File: src/rtl/clocked_delay_line_if.sv
// Channel, configuration and status signals of clocked_delay_line.
// master drives din/cfg/drop_clr; slave (the delay line) returns dout/drop_flag/cfg_err.
interface clocked_delay_line_if #(
    parameter int CH       = 4,
    parameter int CH_IDX_W = 2,
    parameter int DLY_W    = 4
);
    logic [CH-1:0]       din;
    // cfg_we is a single-cycle strobe with no back-pressure: a write is taken
    // on every edge it is high, and a bad channel index is answered by cfg_err.
    logic                cfg_we;
    logic [CH_IDX_W-1:0] cfg_ch;
    logic [DLY_W-1:0]    cfg_dly;
    logic                cfg_mode;
    logic                drop_clr;
    logic [CH-1:0]       dout;
    logic [CH-1:0]       drop_flag;
    logic                cfg_err;

    modport master (
        output din, cfg_we, cfg_ch, cfg_dly, cfg_mode, drop_clr,
        input  dout, drop_flag, cfg_err
    );

    modport slave (
        input  din, cfg_we, cfg_ch, cfg_dly, cfg_mode, drop_clr,
        output dout, drop_flag, cfg_err
    );
endinterface

File: src/rtl/clocked_delay_line.sv
// CH independent 1-bit delay channels, each either a transport shift line or an
// inertial glitch filter, with runtime-programmable delay and sticky drop flags.
module clocked_delay_line #(
    parameter int CH       = 4,
    parameter int CH_IDX_W = 2,
    parameter int DLY_W    = 4,
    parameter int DEF_DLY  = 1
) (
    input  logic                 clk,
    input  logic                 rst,
    clocked_delay_line_if.slave  bus
);
    localparam int MAX_DLY = 2**DLY_W - 1;
    // dout is its own flop, so the shift line only needs MAX_DLY-1 stages.
    localparam int SR_W    = MAX_DLY - 1;

    logic [SR_W-1:0]  sr      [CH];
    logic [DLY_W-1:0] dly     [CH];
    logic [DLY_W-1:0] cnt     [CH];
    logic [CH-1:0]    mode;
    logic [CH-1:0]    dout_q;
    logic [CH-1:0]    drop_q;
    logic             cfg_err_q;

    logic [DLY_W-1:0] deff    [CH];
    logic [DLY_W-1:0] tap_idx [CH];
    logic [CH-1:0]    tap;
    logic [CH-1:0]    hit;
    logic [CH-1:0]    drop_ev;
    logic [CH_IDX_W:0] cfg_ch_ext;
    logic             cfg_valid;

    assign cfg_ch_ext = {1'b0, bus.cfg_ch};
    assign cfg_valid  = cfg_ch_ext < (CH_IDX_W + 1)'(CH);

    always_comb begin
        tap     = '0;
        hit     = '0;
        drop_ev = '0;
        for (int c = 0; c < CH; c++) begin
            deff[c]    = (dly[c] == '0) ? DLY_W'(1) : dly[c];
            tap_idx[c] = deff[c] - DLY_W'(2);
            tap[c]     = (deff[c] == DLY_W'(1)) ? bus.din[c] : sr[c][tap_idx[c]];
            hit[c]     = bus.cfg_we && (cfg_ch_ext == (CH_IDX_W + 1)'(c));
            // A run of mismatching samples that ended before reaching Deff.
            drop_ev[c] = !hit[c] && mode[c] && (bus.din[c] == dout_q[c])
                         && (cnt[c] != '0);
        end
    end

    always_ff @(posedge clk) begin
        if (rst) begin
            cfg_err_q <= 1'b0;
            dout_q    <= '0;
            drop_q    <= '0;
            mode      <= '0;
            for (int c = 0; c < CH; c++) begin
                sr[c]  <= '0;
                dly[c] <= DLY_W'(DEF_DLY);
                cnt[c] <= '0;
            end
        end else begin
            cfg_err_q <= bus.cfg_we && !cfg_valid;
            drop_q    <= (drop_q & ~{CH{bus.drop_clr}}) | drop_ev;
            for (int c = 0; c < CH; c++) begin
                if (hit[c]) begin
                    // Flush: fill the line with the held output so dout stays glitch-free.
                    dly[c]  <= bus.cfg_dly;
                    mode[c] <= bus.cfg_mode;
                    sr[c]   <= {SR_W{dout_q[c]}};
                    cnt[c]  <= '0;
                end else begin
                    sr[c] <= {sr[c][SR_W-2:0], bus.din[c]};
                    if (!mode[c]) begin
                        dout_q[c] <= tap[c];
                        cnt[c]    <= '0;
                    end else if (bus.din[c] != dout_q[c]) begin
                        if (cnt[c] + DLY_W'(1) == deff[c]) begin
                            dout_q[c] <= bus.din[c];
                            cnt[c]    <= '0;
                        end else begin
                            cnt[c] <= cnt[c] + DLY_W'(1);
                        end
                    end else begin
                        cnt[c] <= '0;
                    end
                end
            end
        end
    end

    assign bus.dout      = dout_q;
    assign bus.drop_flag = drop_q;
    assign bus.cfg_err   = cfg_err_q;
endmodule
File: src/flat_wrapper.sv
// flat-port wrapper written by rule: the top's interface ports become plain ports
module clocked_delay_line_flat 
#(
    parameter int CH       = 4,
    parameter int CH_IDX_W = 2,
    parameter int DLY_W    = 4,
    parameter int DEF_DLY  = 1
)
  (clk, rst, bus_din, bus_cfg_we, bus_cfg_ch, bus_cfg_dly, bus_cfg_mode, bus_drop_clr, bus_dout, bus_drop_flag, bus_cfg_err);
  clocked_delay_line_if #(.CH(CH), .CH_IDX_W(CH_IDX_W), .DLY_W(DLY_W)) bus_i ();
  input  logic clk;
  input  logic rst;
  input wire logic [$bits(bus_i.din)-1:0] bus_din;
  input wire logic [$bits(bus_i.cfg_we)-1:0] bus_cfg_we;
  input wire logic [$bits(bus_i.cfg_ch)-1:0] bus_cfg_ch;
  input wire logic [$bits(bus_i.cfg_dly)-1:0] bus_cfg_dly;
  input wire logic [$bits(bus_i.cfg_mode)-1:0] bus_cfg_mode;
  input wire logic [$bits(bus_i.drop_clr)-1:0] bus_drop_clr;
  output wire logic [$bits(bus_i.dout)-1:0] bus_dout;
  output wire logic [$bits(bus_i.drop_flag)-1:0] bus_drop_flag;
  output wire logic [$bits(bus_i.cfg_err)-1:0] bus_cfg_err;
  assign bus_i.din = bus_din;
  assign bus_i.cfg_we = bus_cfg_we;
  assign bus_i.cfg_ch = bus_cfg_ch;
  assign bus_i.cfg_dly = bus_cfg_dly;
  assign bus_i.cfg_mode = bus_cfg_mode;
  assign bus_i.drop_clr = bus_drop_clr;
  assign bus_dout = bus_i.dout;
  assign bus_drop_flag = bus_i.drop_flag;
  assign bus_cfg_err = bus_i.cfg_err;
  clocked_delay_line #(.CH(CH), .CH_IDX_W(CH_IDX_W), .DLY_W(DLY_W), .DEF_DLY(DEF_DLY)) u_core (.clk(clk), .rst(rst), .bus(bus_i));
endmodule
File: config.mk
export PLATFORM = sky130hd
export DESIGN_NAME = clocked_delay_line_flat
export DESIGN_NICKNAME = d
export VERILOG_FILES = /design/src/rtl/clocked_delay_line_if.sv /design/src/rtl/clocked_delay_line.sv /design/src/flat_wrapper.sv
export SDC_FILE = /design/constraint.sdc
export NUM_CORES = 1
export LEC_CHECK = 0
export CORE_AREA = 4 4 104 106
export CTS_CLUSTER_SIZE = 14
export DETAILED_ROUTE_END_ITERATION = 8
export DIE_AREA = 0 0 108 110
export DONT_BUFFER_PORTS = 1
export GPL_ROUTABILITY_DRIVEN = 0
export GPL_TIMING_DRIVEN = 0
export MAX_ROUTING_LAYER = met4
export PLACE_DENSITY = 0.69
export SETUP_SLACK_MARGIN = 0.5
export SLEW_MARGIN = 10
export SYNTH_ARGS = -nofsm -noshare
export SYNTH_HDL_FRONTEND = slang
export SYNTH_SLANG_ARGS = --single-unit
File: constraint.sdc
create_clock -name clk -period 2.8 [get_ports clk]
set_input_delay 0.28 -clock clk [delete_from_list [all_inputs] [get_ports clk]]
set_output_delay 0.28 -clock clk [all_outputs]
set_load 0.05 [all_outputs]
==> results by group <==
Synth
  – Mapped cell area: 5290 um2
  – Mapped Cells: 477
  – Post-synth EDFFs: 88
  – Yosys reg bits: 100
  – Post-synth cell types: 58
  – Mean post-synth cell area: 11.1 um2
  – Synth warn: 0
  – Post-synth top area share: 0.499
  – Yosys top cell by area: edfxtp_1
  – Top post-synthesis cells by area: edfxtp_1 50%, a21o_1 6.0%, dfxtp_1 4.5%
  – Post-synth ARST share: 0
  – Register area share after synthesis: 0.545
  – Predominant post-synthesis flop cell: edfxtp_1

Clock tree
  – Clk Latency, worst-skew pair: 0.36 ns
  – Total CTS buffers: 9
  – H-tree depth: 3
  – Reg clk slew, reported paths: 0.10 ns
  – CTS tree: built
  – Clock sinks: 100
  – Max clock buf depth: 2
  – Hold_buf cts: 0
  – Clock root buffer: clkbuf_8

GRT
  – Initial antenna violation count: 0
  – Largest net degree at the start of global routing: 16
  – Vias in the first global route: 3,536
  – Overflow after GRT: 0
  – First-pass GRT wire length: 16.7 mm
  – All-layer global routing usage: 0.185

Floorplanning
  – I/O pin count: 24
  – Floorplan row count: 36
  – Die area: 11,900 um2
  – Die W: 108 um
  – Vert. Die Dim: 110 um
  – Core ar.: 9770 um2
  – Starting density of the core: 0.541

Layout
  – Fin nets: 588
  – Antenna Cells: 0
  – Final design instance area without fill: 5930 um2
  – Layout fillers: 835
  – Area Growth Syn to Fin: 12.1%
  – Share of layout cells above drive strength 1: 0.0760
  – Final core utilization: 0.607

Routing
  – DRC Markers: 0
  – Vias per inst: 5.12
  – Initial DRT Pass Iterations: 4
  – DR vias: 3,579
  – Routed WL per cell: 14.1 um
  – Starting DRT DRC Count: 188
  – DRT Wirelength: 9.88 mm
  – Remaining antenna violation count: 0

Outcome
  – Status: complete, no violations

Power
  – Sw frac: 0.262
  – Clock network power share: 0.271
  – P per Cell Area: 524 nW/um2
  – Sequential Power Share: 0.591
  – NetSw: 816 uW
  – Total chip power: 3.11 mW
  – Gate power share: 0.138
  – Internal Power: 2.29 mW
  – LEAKAGE: 2.72 nW
  – Worst vdd ir: 313 uV

STA
  – Setup TNS: 0 ns
  – Tcrit/Tclk final: 0.775
  – Setup Skew: 0.0119 ns
  – Slew at the pin closest to its max-slew limit: 0.715 ns
  – RSZ-0062 raised after global routing: no
  – Final min period: 2.17 ns
  – Max-slew violations: 0
  – Normalized max-slew margin: 0.521
  – Setup-failing EPs final: 0
  – Max frequency: 461 MHz
  – Final Hold Viols: 0

Run
  – Max-Cap Viols: 0

Setup path
  – CP arrival: 2.43 ns
  – Depth of the worst register-to-register path: 7
  – Crit Path Class: register to register
  – R2R Path Start: u_core.dly[2][2]
  – Crit path max fanout: 4
  – Startpoint Class: register
  – R2R setup slack: 0.63 ns
  – Critical path origin: u_core.dly[2][2]
  – Reg2reg end: u_core.bus.dout[2]
  – CP endpoint kind: register
  – Req. time, crit path: 3.06 ns

Min path
  – Hold Path Class: input port to register
  – Hold_sp: bus_cfg_mode
  – Hold EP: u_core.mode[0]
  – Hold depth: 2

Place
  – DP Area: 5720 um2
  – HPWL reported at the end of detailed placement: 7.40 mm
  – Port Buffers: 0
per-stage QoR:
step / hold WS, ns / cells / setup slack [ns]
floorplan: 0.420 / 548 / 0.700
global placement: 0.429 / 681 / 0.466
detailed placement: 0.435 / 681 / 0.426
CTS: 0.0398 / 698 / 0.522
global route: 0.0606 / 699 / 0.527
finish: 0.0546 / 699 / 0.629
state kept, by name, summed over array words and instances, names as in the netlist:
register / count
u_core.bus.drop_flag: 4
u_core.bus.dout: 4
u_core.mode: 4
u_core.sr: 56
u_core.dly: 16
u_core.cnt: 16
Yosys cell counts (all sizes together), types with 2 or more instances:
library cell and n:
o21ai 6, nor2b 6, nor3 10, a21oi 12, nand2 48, xor2 14
o21bai 4, mux2 6, a2111oi 2, nor2 47, or2b 2, nand3 9
conb 2, a21o 42, and2 15, mux2i 16, a32oi 2, a221oi 4
or3 6, nand3b 4, or3b 2, o31ai 2, inv 30, edfxtp 88
buf 10, xnor2 16, ha 12, mux4 3, a211oi 5, clkbuf 14
dfxtp 12, nand4 7, a31oi 2
final cells by class:
type | count | area (um2) | area share
plain buffers | 24 | 126 | 0.0213
clock buffers | 14 | 163 | 0.0274
clock inverters | 2 | 10.0 | 0.00169
inverters | 30 | 113 | 0.0190
multi-input cells | 394 | 2460 | 0.414
flip-flops and latches | 100 | 2880 | 0.486
well taps | 133 | 166 | 0.0280
repair buffers | 2 | 15.0 | 0.00253
layer usage:
metal | part of all wire | GRT usage | vias to the layer above
met2 | 0.48 | 0.298 | 68
met1 | 0.45 | 0.222 | 1703
met3 | 0.060 | 0.0478 | 14
met5 | 0 | - | -
li1 | - | - | 1794
met4 | 0.017 | 0.0794 | 0
layout by cell type, fill, tap and decap left out, drive strengths merged, types with 14 or more instances in the layout:
cell,instances
xnor2,16
nand2,48
nor2,47
clkbuf,28
a21o,42
and2,15
conb,73
mux2i,16
xor2,14
edfxtp,88
inv,30
timing repair:
action / in CTS / in global routing
gates resized for setup: 2 / 4
setup endpoints to repair: 1 / 6
buffers inserted: 1 / 1
worst max path at each step:
stage	endpoint	depth (start not counted)	slack [ns]
3_5_place_dp	u_core.bus.dout[2]	7	0.43
2_1_floorplan	u_core.bus.dout[2]	7	0.70
4_1_cts	u_core.bus.dout[2]	7	0.52
6_report	u_core.bus.dout[2]	7	0.63
5_1_grt	u_core.bus.dout[2]	7	0.53
3_3_place_gp	u_core.bus.dout[2]	7	0.47
power by group through the flow:
| stage | registers (mW) | logic (mW) | clock network (mW) |
|---|---|---|---|
| floorplan | 1.85 | 0.346 | 0 |
| global placement | 1.87 | 0.400 | 0 |
| detailed placement | 1.87 | 0.412 | 0 |
| CTS | 1.84 | 0.420 | 0.868 |
| global route | 1.85 | 0.483 | 0.929 |
| finish | 1.84 | 0.429 | 0.844 |
cells by family after synthesis:
family | synth area share
other | 0.00142
multiplexers | 0.0558
buffers and inverters | 0.0449
flip-flops | 0.545
adder cells (fa/ha/maj) | 0.0284
AO/OA/AOI/OAI | 0.131
XOR/XNOR | 0.0497
AND/OR/NAND/NOR | 0.144
worst max-delay path, cell delays in order (launching register included):
cell       delay [ns]
edfxtp_1         0.41
inv_1            0.12
ha_4             0.32
mux4_2           0.50
a2111oi_1        0.42
a31oi_1          0.08
nor3_1           0.15
nor3_1           0.07
No activity file was read; power rests on OpenSTA's default activity.
